$ cat src/rtl/logic_ops_pkg.sv
// Shared encodings for the chunked logic unit:
// operation codes and FSM states.
package logic_ops_pkg;

    typedef enum logic [2:0] {
        OP_AND   = 3'd0,
        OP_OR    = 3'd1,
        OP_NOR   = 3'd2,
        OP_XOR   = 3'd3,
        OP_NAND  = 3'd4,
        OP_XNOR  = 3'd5,
        OP_ANDN  = 3'd6,
        OP_PASSA = 3'd7
    } op_e;

    typedef enum logic [1:0] {
        IDLE = 2'd0,
        BUSY = 2'd1,
        DONE = 2'd2
    } state_e;

endpackage

$ cat src/rtl/logic_slice.sv
// Combinational bitwise operator applied to
// one CHUNK-wide slice of the operands.
module logic_slice
    import logic_ops_pkg::*;
#(
    parameter int CHUNK = 8
) (
    input  op_e              op,
    input  logic [CHUNK-1:0] a,
    input  logic [CHUNK-1:0] b,
    output logic [CHUNK-1:0] y
);

    always_comb begin
        y = '0;
        unique case (op)
            OP_AND:   y = a & b;
            OP_OR:    y = a | b;
            OP_NOR:   y = ~(a | b);
            OP_XOR:   y = a ^ b;
            OP_NAND:  y = ~(a & b);
            OP_XNOR:  y = ~(a ^ b);
            OP_ANDN:  y = a & ~b;
            OP_PASSA: y = a;
            default:  y = '0;
        endcase
    end

endmodule

$ cat src/rtl/seq_logic_unit.sv
// Multi-cycle bitwise logic unit: evaluates CHUNK
// bits per cycle, LSB chunk first, with handshakes.
module seq_logic_unit
    import logic_ops_pkg::*;
#(
    parameter int WIDTH = 32,
    parameter int CHUNK = 8
) (
    input  logic             clk,
    input  logic             rst_n,
    input  logic             in_valid,
    output logic             in_ready,
    input  logic [2:0]       op,
    input  logic [WIDTH-1:0] a,
    input  logic [WIDTH-1:0] b,
    output logic             out_valid,
    input  logic             out_ready,
    output logic [WIDTH-1:0] s,
    output logic             zero,
    output logic             ones,
    output logic             busy
);

    localparam int NCH = WIDTH / CHUNK;
    localparam int IW  = (NCH > 1) ? $clog2(NCH) : 1;
    localparam logic [IW-1:0] LAST = IW'(NCH - 1);

    if (WIDTH % CHUNK != 0) begin : g_bad_chunk
        $error("seq_logic_unit: WIDTH must be a multiple of CHUNK");
    end

    state_e           state_q, state_d;
    logic [IW-1:0]    idx_q, idx_d;
    logic [WIDTH-1:0] a_q, a_d;
    logic [WIDTH-1:0] b_q, b_d;
    op_e              op_q, op_d;
    logic [WIDTH-1:0] s_q, s_d;
    logic             zero_q, zero_d;
    logic             ones_q, ones_d;

    int unsigned      base;
    logic [CHUNK-1:0] y;

    assign base = 32'(idx_q) * CHUNK;

    logic_slice #(.CHUNK(CHUNK)) u_slice (
        .op (op_q),
        .a  (a_q[base +: CHUNK]),
        .b  (b_q[base +: CHUNK]),
        .y  (y)
    );

    always_comb begin
        state_d = state_q;
        idx_d   = idx_q;
        a_d     = a_q;
        b_d     = b_q;
        op_d    = op_q;
        s_d     = s_q;
        zero_d  = zero_q;
        ones_d  = ones_q;
        unique case (state_q)
            IDLE: begin
                if (in_valid) begin
                    a_d     = a;
                    b_d     = b;
                    op_d    = op_e'(op);
                    s_d     = '0;
                    zero_d  = 1'b0;
                    ones_d  = 1'b0;
                    idx_d   = '0;
                    state_d = BUSY;
                end
            end
            BUSY: begin
                s_d[base +: CHUNK] = y;
                // idx parks on the last chunk; accept clears it
                if (idx_q == LAST) begin
                    zero_d  = (s_d == '0);
                    ones_d  = &s_d;
                    state_d = DONE;
                end else begin
                    idx_d = idx_q + 1'b1;
                end
            end
            DONE: begin
                if (out_ready) state_d = IDLE;
            end
            default: state_d = IDLE;
        endcase
    end

    always_ff @(posedge clk or negedge rst_n) begin
        if (!rst_n) begin
            state_q <= IDLE;
            idx_q   <= '0;
            a_q     <= '0;
            b_q     <= '0;
            op_q    <= OP_AND;
            s_q     <= '0;
            zero_q  <= 1'b0;
            ones_q  <= 1'b0;
        end else begin
            state_q <= state_d;
            idx_q   <= idx_d;
            a_q     <= a_d;
            b_q     <= b_d;
            op_q    <= op_d;
            s_q     <= s_d;
            zero_q  <= zero_d;
            ones_q  <= ones_d;
        end
    end

    assign in_ready  = (state_q == IDLE);
    assign out_valid = (state_q == DONE);
    assign busy      = (state_q != IDLE);
    assign s         = s_q;
    assign zero      = zero_q;
    assign ones      = ones_q;

endmodule

$ cat config.mk
export PLATFORM = sky130hd
export DESIGN_NAME = seq_logic_unit
export DESIGN_NICKNAME = d
export VERILOG_FILES = /design/src/rtl/logic_ops_pkg.sv /design/src/rtl/logic_slice.sv /design/src/rtl/seq_logic_unit.sv
export SDC_FILE = /design/constraint.sdc
export NUM_CORES = 1
export LEC_CHECK = 0
export ABC_AREA = 0
export BUFFER_PORTS_ARGS = -buffer_cell sky130_fd_sc_hd__buf_2
export CORE_MARGIN = 4
export CORE_UTILIZATION = 53
export CTS_BUF_LIST = sky130_fd_sc_hd__clkbuf_8
export DETAILED_ROUTE_END_ITERATION = 6
export PLACE_DENSITY_LB_ADDON = 0.05
export SLEW_MARGIN = 10
export SYNTH_ARGS = -nofsm -noshare
export SYNTH_HDL_FRONTEND = slang
export SYNTH_SLANG_ARGS = --single-unit
$ cat constraint.sdc
create_clock -name clk -period 3.5 [get_ports clk]
set_input_delay 0.35 -clock clk [delete_from_list [all_inputs] [get_ports clk]]
set_output_delay 0.35 -clock clk [all_outputs]
set_load 0.01 [all_outputs]
==> qor.yml, run 1 <==
worst_setup_path:
  r2r-end: "ones"
  critPathMaxFanout: 11
  start_kind: "flop"
  crit_path_end_kind: "flop"
  r2r_slack_ps: 120
  reg2regPathDepth: 13
  arrival_ps: 3700
  regToRegStartpoint: "idx_q[0]"
  crit_required_ps: 3820
  crit_type: "reg -> reg"
layout:
  num_antenna_cells: 0
  syn2layout_area_growth_pct: 18.1
  fin_nets: 740
  drive_above_1_share_pct: 40.7
  final_area_um2: 7160
  layout.cells.non_filler: 783
grt:
  grt_pass1_wl_um: 25400
  grt-ovfl-total: 0
  grt_pass1_vias: 4831
  grt_util_all_layers_pct: 24.5
  grt_max_degree: 94
  antenna_found_initial: 0
power:
  ir_drop_uv: 590
  p_total_mw: 7.99
  leakagePower_nw: 3.31
  cellPowerDensity_nw_per_um2: 1120
min_path:
  hold_path_class: "in -> async"
floorplanning:
  core_um2: 11000
  die_y_um: 115
  dieArea_um2: 13200
  rows: 38
  start_util_pct: 54.9
  dieWidth_um: 115
  io_pins: 108
synthesis:
  synth.net_count: 625
  synth.area.top_cells: "dfrtp_1, mux2_2, ha_1"
  yosys_most_used_dff: "dfrtp_1"
  yosys_warnings: 0
  synth_edf_count: 0
  synth_common_cells: "dfrtp_1, mux2_2, ha_1"
  synthCells: 524
  ys_ff_latch: 105
  synth_most_common_cell: "dfrtp_1"
  ys_async_sr_fraction_pct: 100
  yosysSeqAreaShare_pct: 43.4
  synth_top_area_share_pct: 43.4
  ys_types: 67
  avgSynthCellArea_um2: 11.6
  yosysTopAreaCell: "dfrtp_1"
  syn-cell-area_um2: 6060
drt:
  drc: 0
  viasPerCell: 6.02
  vias: 4717
  first_iter_violations: 463
  postRouteAntennaNets: 0
  totalWireLength_um: 15600
  wire_per_inst_um: 20.0
  dr.pass1.iters: 5
place:
  place_congestion: 0.920
  dpl.cell_count: 768
  dp_hpwl_um: 11500
  port_buffers: 107
  place_area_um2: 6870
clocking:
  cts_buffer_depth: 2
  post-cts-setup-buffers: 0
  cts_tree: "yes"
  numCtsBuffers: 9
  clkLatencyLatePin_ps: 390
  clockRootBuffer: "clkbuf_8"
  cts_hold_buf: 0
  path_clk_slew_ps: 100
  htreeDepth: 3
  clock-sinks: 105
sta:
  fin_setup_tns_ps: 0
  rsz0062_at_grt: "false"
  worst_pin_slew_ps: 995
  hold_viol: 0
  fin_skew_ps: 15.2
  max_freq_mhz: 296
  fin_crit_ps: 3380
  finalSetupViolCount: 0
  drv_slew: 0
  period_share_pct: 96.6
  slew_headroom_pct: 32.7
flow_run:
  cap_violations: 0
status:
  outcome: "finished, final reports clean"
-- registers in the layout (all words and copies together), names as in the netlist --
register and cells:
zero 1, idx_q 2, a_q 32, b_q 32
state_q 2, op_q 3, s 32, ones 1
-- kinds of logic after synthesis --
family	after synthesis	share of synthesized area [%]
simple gates	134	12.9
compound gates	104	13.5
flops	105	43.4
buf+inv	62	4.52
mux	89	19.5
fa+ha+maj	30	6.20
-- layer usage --
layer  GRT usage [%]  wire length (µm)  vias to the layer above
met4            7.51               279                        0
li1                -                 -                     2179
met3            5.58              1220                       27
met1            33.7              6710                     2336
met2            38.9              7430                      175
met5               0                 0                        -
-- area by class of cell --
cell class,instances,area (µm²)
tap,140,175
inverter,27,101
multi-input combinational,357,3210
sequential,105,2630
clock inverter,6,108
fill,897,3870
clock buffer,9,124
timing repair buffer,139,811
-- worst max path at each step --
stage,startpoint,slack [ps],cells after the start,end
finish,idx_q[0],120,13,ones
floorplan,idx_q[0],70,11,ones
CTS,idx_q[0],10,10,zero
detailed placement,idx_q[0],50,10,zero
global placement,idx_q[0],60,10,zero
global route,idx_q[0],30,12,zero
-- where the power goes --
| part | switching, mW | total (mW) | internal [mW] | leakage (nW) |
|---|---|---|---|---|
| clock | 0.415 | 0.885 | 0.470 | 0.121 |
| sequential | 0.397 | 2.14 | 1.74 | 1.31 |
| combinational | 2.66 | 4.97 | 2.31 | 1.88 |
| total | 3.47 | 7.99 | 4.52 | 3.31 |
-- cells in the final DEF, fill, tap and decap left out, types with 4 or more instances in the layout --
master / instances
nor4_1: 4
inv_1: 28
a21oi_1: 14
a22o_1: 25
a31oi_1: 5
nor3_1: 7
mux2_2: 71
nand3_1: 7
nand4_1: 6
or4_1: 4
nand2b_1: 9
mux4_2: 16
buf_2: 106
nor4bb_1: 5
buf_4: 29
clkbuf_8: 9
o21ai_0: 5
ha_1: 30
nor2_1: 27
nand3b_1: 6
nand2_1: 21
nor2b_1: 11
o22ai_1: 7
o31ai_1: 4
dfrtp_1: 105
-- per-stage QoR --
stage	hold slack (ps)	setup WS [ps]	utilization [%]
after CTS	153	12.6	64.3
final	36.9	118	64.9
after detailed placement	486	54.1	62.3
after global placement	485	63.5	62.3
after global routing	102	29.5	64.9
after floorplan	54.4	70.9	-
-- critical path: stages, from the launching register on --
cell and delay, ps:
dfrtp_1 370, buf_6 170, buf_4 160, mux4_2 550
inv_1 80, ha_1 260, nor4bb_2 300, nor3_1 100
a31oi_1 320, buf_12 190, a31oi_1 100, a2111oi_1 360
nand4_1 210, o21ai_1 150
-- timing repair --
action,in CTS,in global routing
endpoints found under the setup margin,0,2
hold endpoints to repair,0,0
resized for setup,0,11
Power figures use the tool's default switching activity.
==> run 2: changes to the inputs <==
--- a/config.mk
+++ b/config.mk
@@ -6,10 +6,10 @@
 export NUM_CORES = 1
 export LEC_CHECK = 0
 export ABC_AREA = 0
-export BUFFER_PORTS_ARGS = -buffer_cell sky130_fd_sc_hd__buf_2
-export CORE_MARGIN = 4
+export BUFFER_PORTS_ARGS = -buffer_cell sky130_fd_sc_hd__buf_4
+export CORE_MARGIN = 5
 export CORE_UTILIZATION = 53
-export CTS_BUF_LIST = sky130_fd_sc_hd__clkbuf_8
+export CTS_BUF_LIST = sky130_fd_sc_hd__clkbuf_2
 export DETAILED_ROUTE_END_ITERATION = 6
 export PLACE_DENSITY_LB_ADDON = 0.05
 export SLEW_MARGIN = 10
==> run 2 against run 1 <==
Effect of this change:
- non-clock buffer count increased by 77
- flip-flop and latch count unchanged
- utilization is 6.1 points higher
- highest routed layer unchanged
- power fell by 1.0%
- first-iteration DRC count shrank 13%
==> qor.yml, run 2 (synthesis results as in run 1) <==
drt:
  viasPerCell: 5.97  # -0.92%
  totalWireLength_um: 17100  # +9.6%
  wire_per_inst_um: 19.9  # -0.53%
  postRouteAntennaNets: 0  # unchanged
  first_iter_violations: 403  # -13%
  drc: 0  # unchanged
  vias: 5151  # +9.2%
  dr.pass1.iters: 5  # unchanged
worst_setup_path:
  critPathMaxFanout: 6  # -5
  crit_type: "reg -> reg"
  crit_required_ps: 4100  # +280 ps
  start_kind: "flop"
  arrival_ps: 4010  # +310 ps
  crit_path_end_kind: "flop"
grt:
  grt_pass1_wl_um: 27500  # +8.3%
  grt_max_degree: 49  # -48%
  grt_pass1_vias: 5237  # +8.4%
  grt-ovfl-total: 0  # unchanged
  antenna_found_initial: 0  # unchanged
  grt_util_all_layers_pct: 26.3  # +1.8 points
sta:
  slew_headroom_pct: 37.7  # +5.0 points
  worst_pin_slew_ps: 927  # -68.0 ps
  rsz0062_at_grt: "true"
  max_freq_mhz: 293  # -0.76%
  hold_viol: 0  # unchanged
  drv_slew: 0  # unchanged
  worst_slack_ps: 92.1  # -25.9 ps
  fin_skew_ps: 11.0  # -4.17 ps
  period_share_pct: 97.4  # +0.74 points
  finalSetupViolCount: 0  # unchanged
  fin_crit_ps: 3410  # +25.9 ps
layout:
  drive_above_1_share_pct: 37.5  # -3.2 points
  num_antenna_cells: 0  # unchanged
  syn2layout_area_growth_pct: 32.5
  layout_common_cells: "buf_4, dfrtp_1, mux2_2, dlygate4sd3_1, ha_1"
  multi_input_area_um2: 3210  # -0.12%
  final_common_cell: "buf_4"
  final_area_um2: 8030  # +12%
  fillCellCount: 807  # -10%
  ff_latch_area_um2: 2630  # unchanged
  fin_nets: 817  # +10%
clocking:
  clkLatencyLatePin_ps: 640  # +250 ps
  clockRootBuffer: "clkbuf_2"
  cts_tree: "yes"
  htreeDepth: 3  # unchanged
  numCtsBuffers: 9  # unchanged
  clock-sinks: 105  # unchanged
  cts_buffer_depth: 2  # unchanged
  path_clk_slew_ps: 290  # +190 ps
place:
  place_congestion: 0.947  # +2.9%
  place_area_um2: 7170  # +4.4%
  pre_cts_slack_ps: 39.4  # -14.7 ps
  dp_hpwl_um: 12100  # +4.6%
  port_buffers: 107  # unchanged
min_path:
  hold_path_class: "in -> async"
floorplanning:
  io_pins: 108  # unchanged
  rows: 39  # +2.6%
  start_util_pct: 53.5  # -1.4 points
  core_um2: 11300  # +2.6%
  dieArea_um2: 13700  # +3.5%
  dieWidth_um: 117  # +1.7%
  die_y_um: 117  # +1.7%
power:
  leakagePower_nw: 3.63  # +9.7%
  ir_drop_uv: 517  # -12%
  cellPowerDensity_nw_per_um2: 986  # -12%
flow_run:
  cap_violations: 0  # unchanged
status:
  outcome: "finished, final reports clean"
[run 2: cell types whose count changed in the layout (fill, tap and decap cells not counted), moves of 2 or more]
cell,before,now
bufinv_16,3,0
buf_4,29,145
clkinv_4,0,2
dlygate4sd3_1,0,69
clkbuf_8,9,0
buf_2,106,0
clkbuf_2,0,9
buf_6,2,0
inv_6,1,3
[run 2: routing by layer]
metal | track usage, % | up-vias | part of all wire, %
li1 | - | 2344 | -
met1 | 33.9 | 2568 | 41
met2 | 44.0 | 204 | 49
met3 | 6.27 | 35 | 7.3
met4 | 8.18 | 0 | 2.9
met5 | 0 | - | 0
[run 2: path summary, 6_finish.rpt]
kind	start	endpoint	slack [ps]	depth (start not counted)
min in group clk	in_valid	s[19]	360	3
worst max register to register	idx_q[0]	ones	90	11
max in group asynchronous	rst_n	s[14]	2540	3
worst max-delay path	idx_q[0]	ones	90	11
worst min register to register	a_q[14]	a_q[14]	550	1
worst min-delay path	rst_n	a_q[3]	120	2
[run 2: final cells by class]
type / count / area share [%]
Inverter: 27 / 1.26
Multi-Input combinational cell: 357 / 39.9
Clock inverter: 6 / 0.639
Clock buffer: 9 / 0.561
Timing Repair Buffer: 216 / 22.7
Sequential cell: 105 / 32.7
Tap cell: 143 / 2.23
[run 2: through the flow]
step | hold slack [ps] | TNS [ps] | power (mW) | utilization [%] | std cells
2_1_floorplan | 54.4 | 0 | 5.34 | - | 524
3_3_place_gp | 301 | 0 | 6.95 | 63.3 | 775
3_5_place_dp | 315 | 0 | 7.11 | 63.3 | 775
4_1_cts | 82.7 | 0 | 7.71 | 70.3 | 859
5_1_grt | 103 | -69.0 | 8.49 | 70.9 | 863
6_report | 119 | 0 | 7.91 | 70.9 | 863
[run 2: what timing repair did]
action                     4_1_cts  5_1_grt
gates resized for setup          1        8
setup endpoints to repair        1        2
setup buffers                    0        4
hold endpoints to repair        99        0
hold buffers                    69        0
[run 2: worst max-delay path: stages, from the launching register on]
cell and delay [ps]:
dfrtp_1 470, buf_4 130, buf_4 130, mux4_2 560
inv_1 80, ha_1 230, a311o_1 270, o21a_2 250
o32a_1 390, nand4bb_1 200, or4_1 520, o21ai_1 140
[run 2: power by group]
group	switching [mW]	internal (mW)
clock network	0.439	0.101
registers	0.424	1.74
logic	2.70	2.52
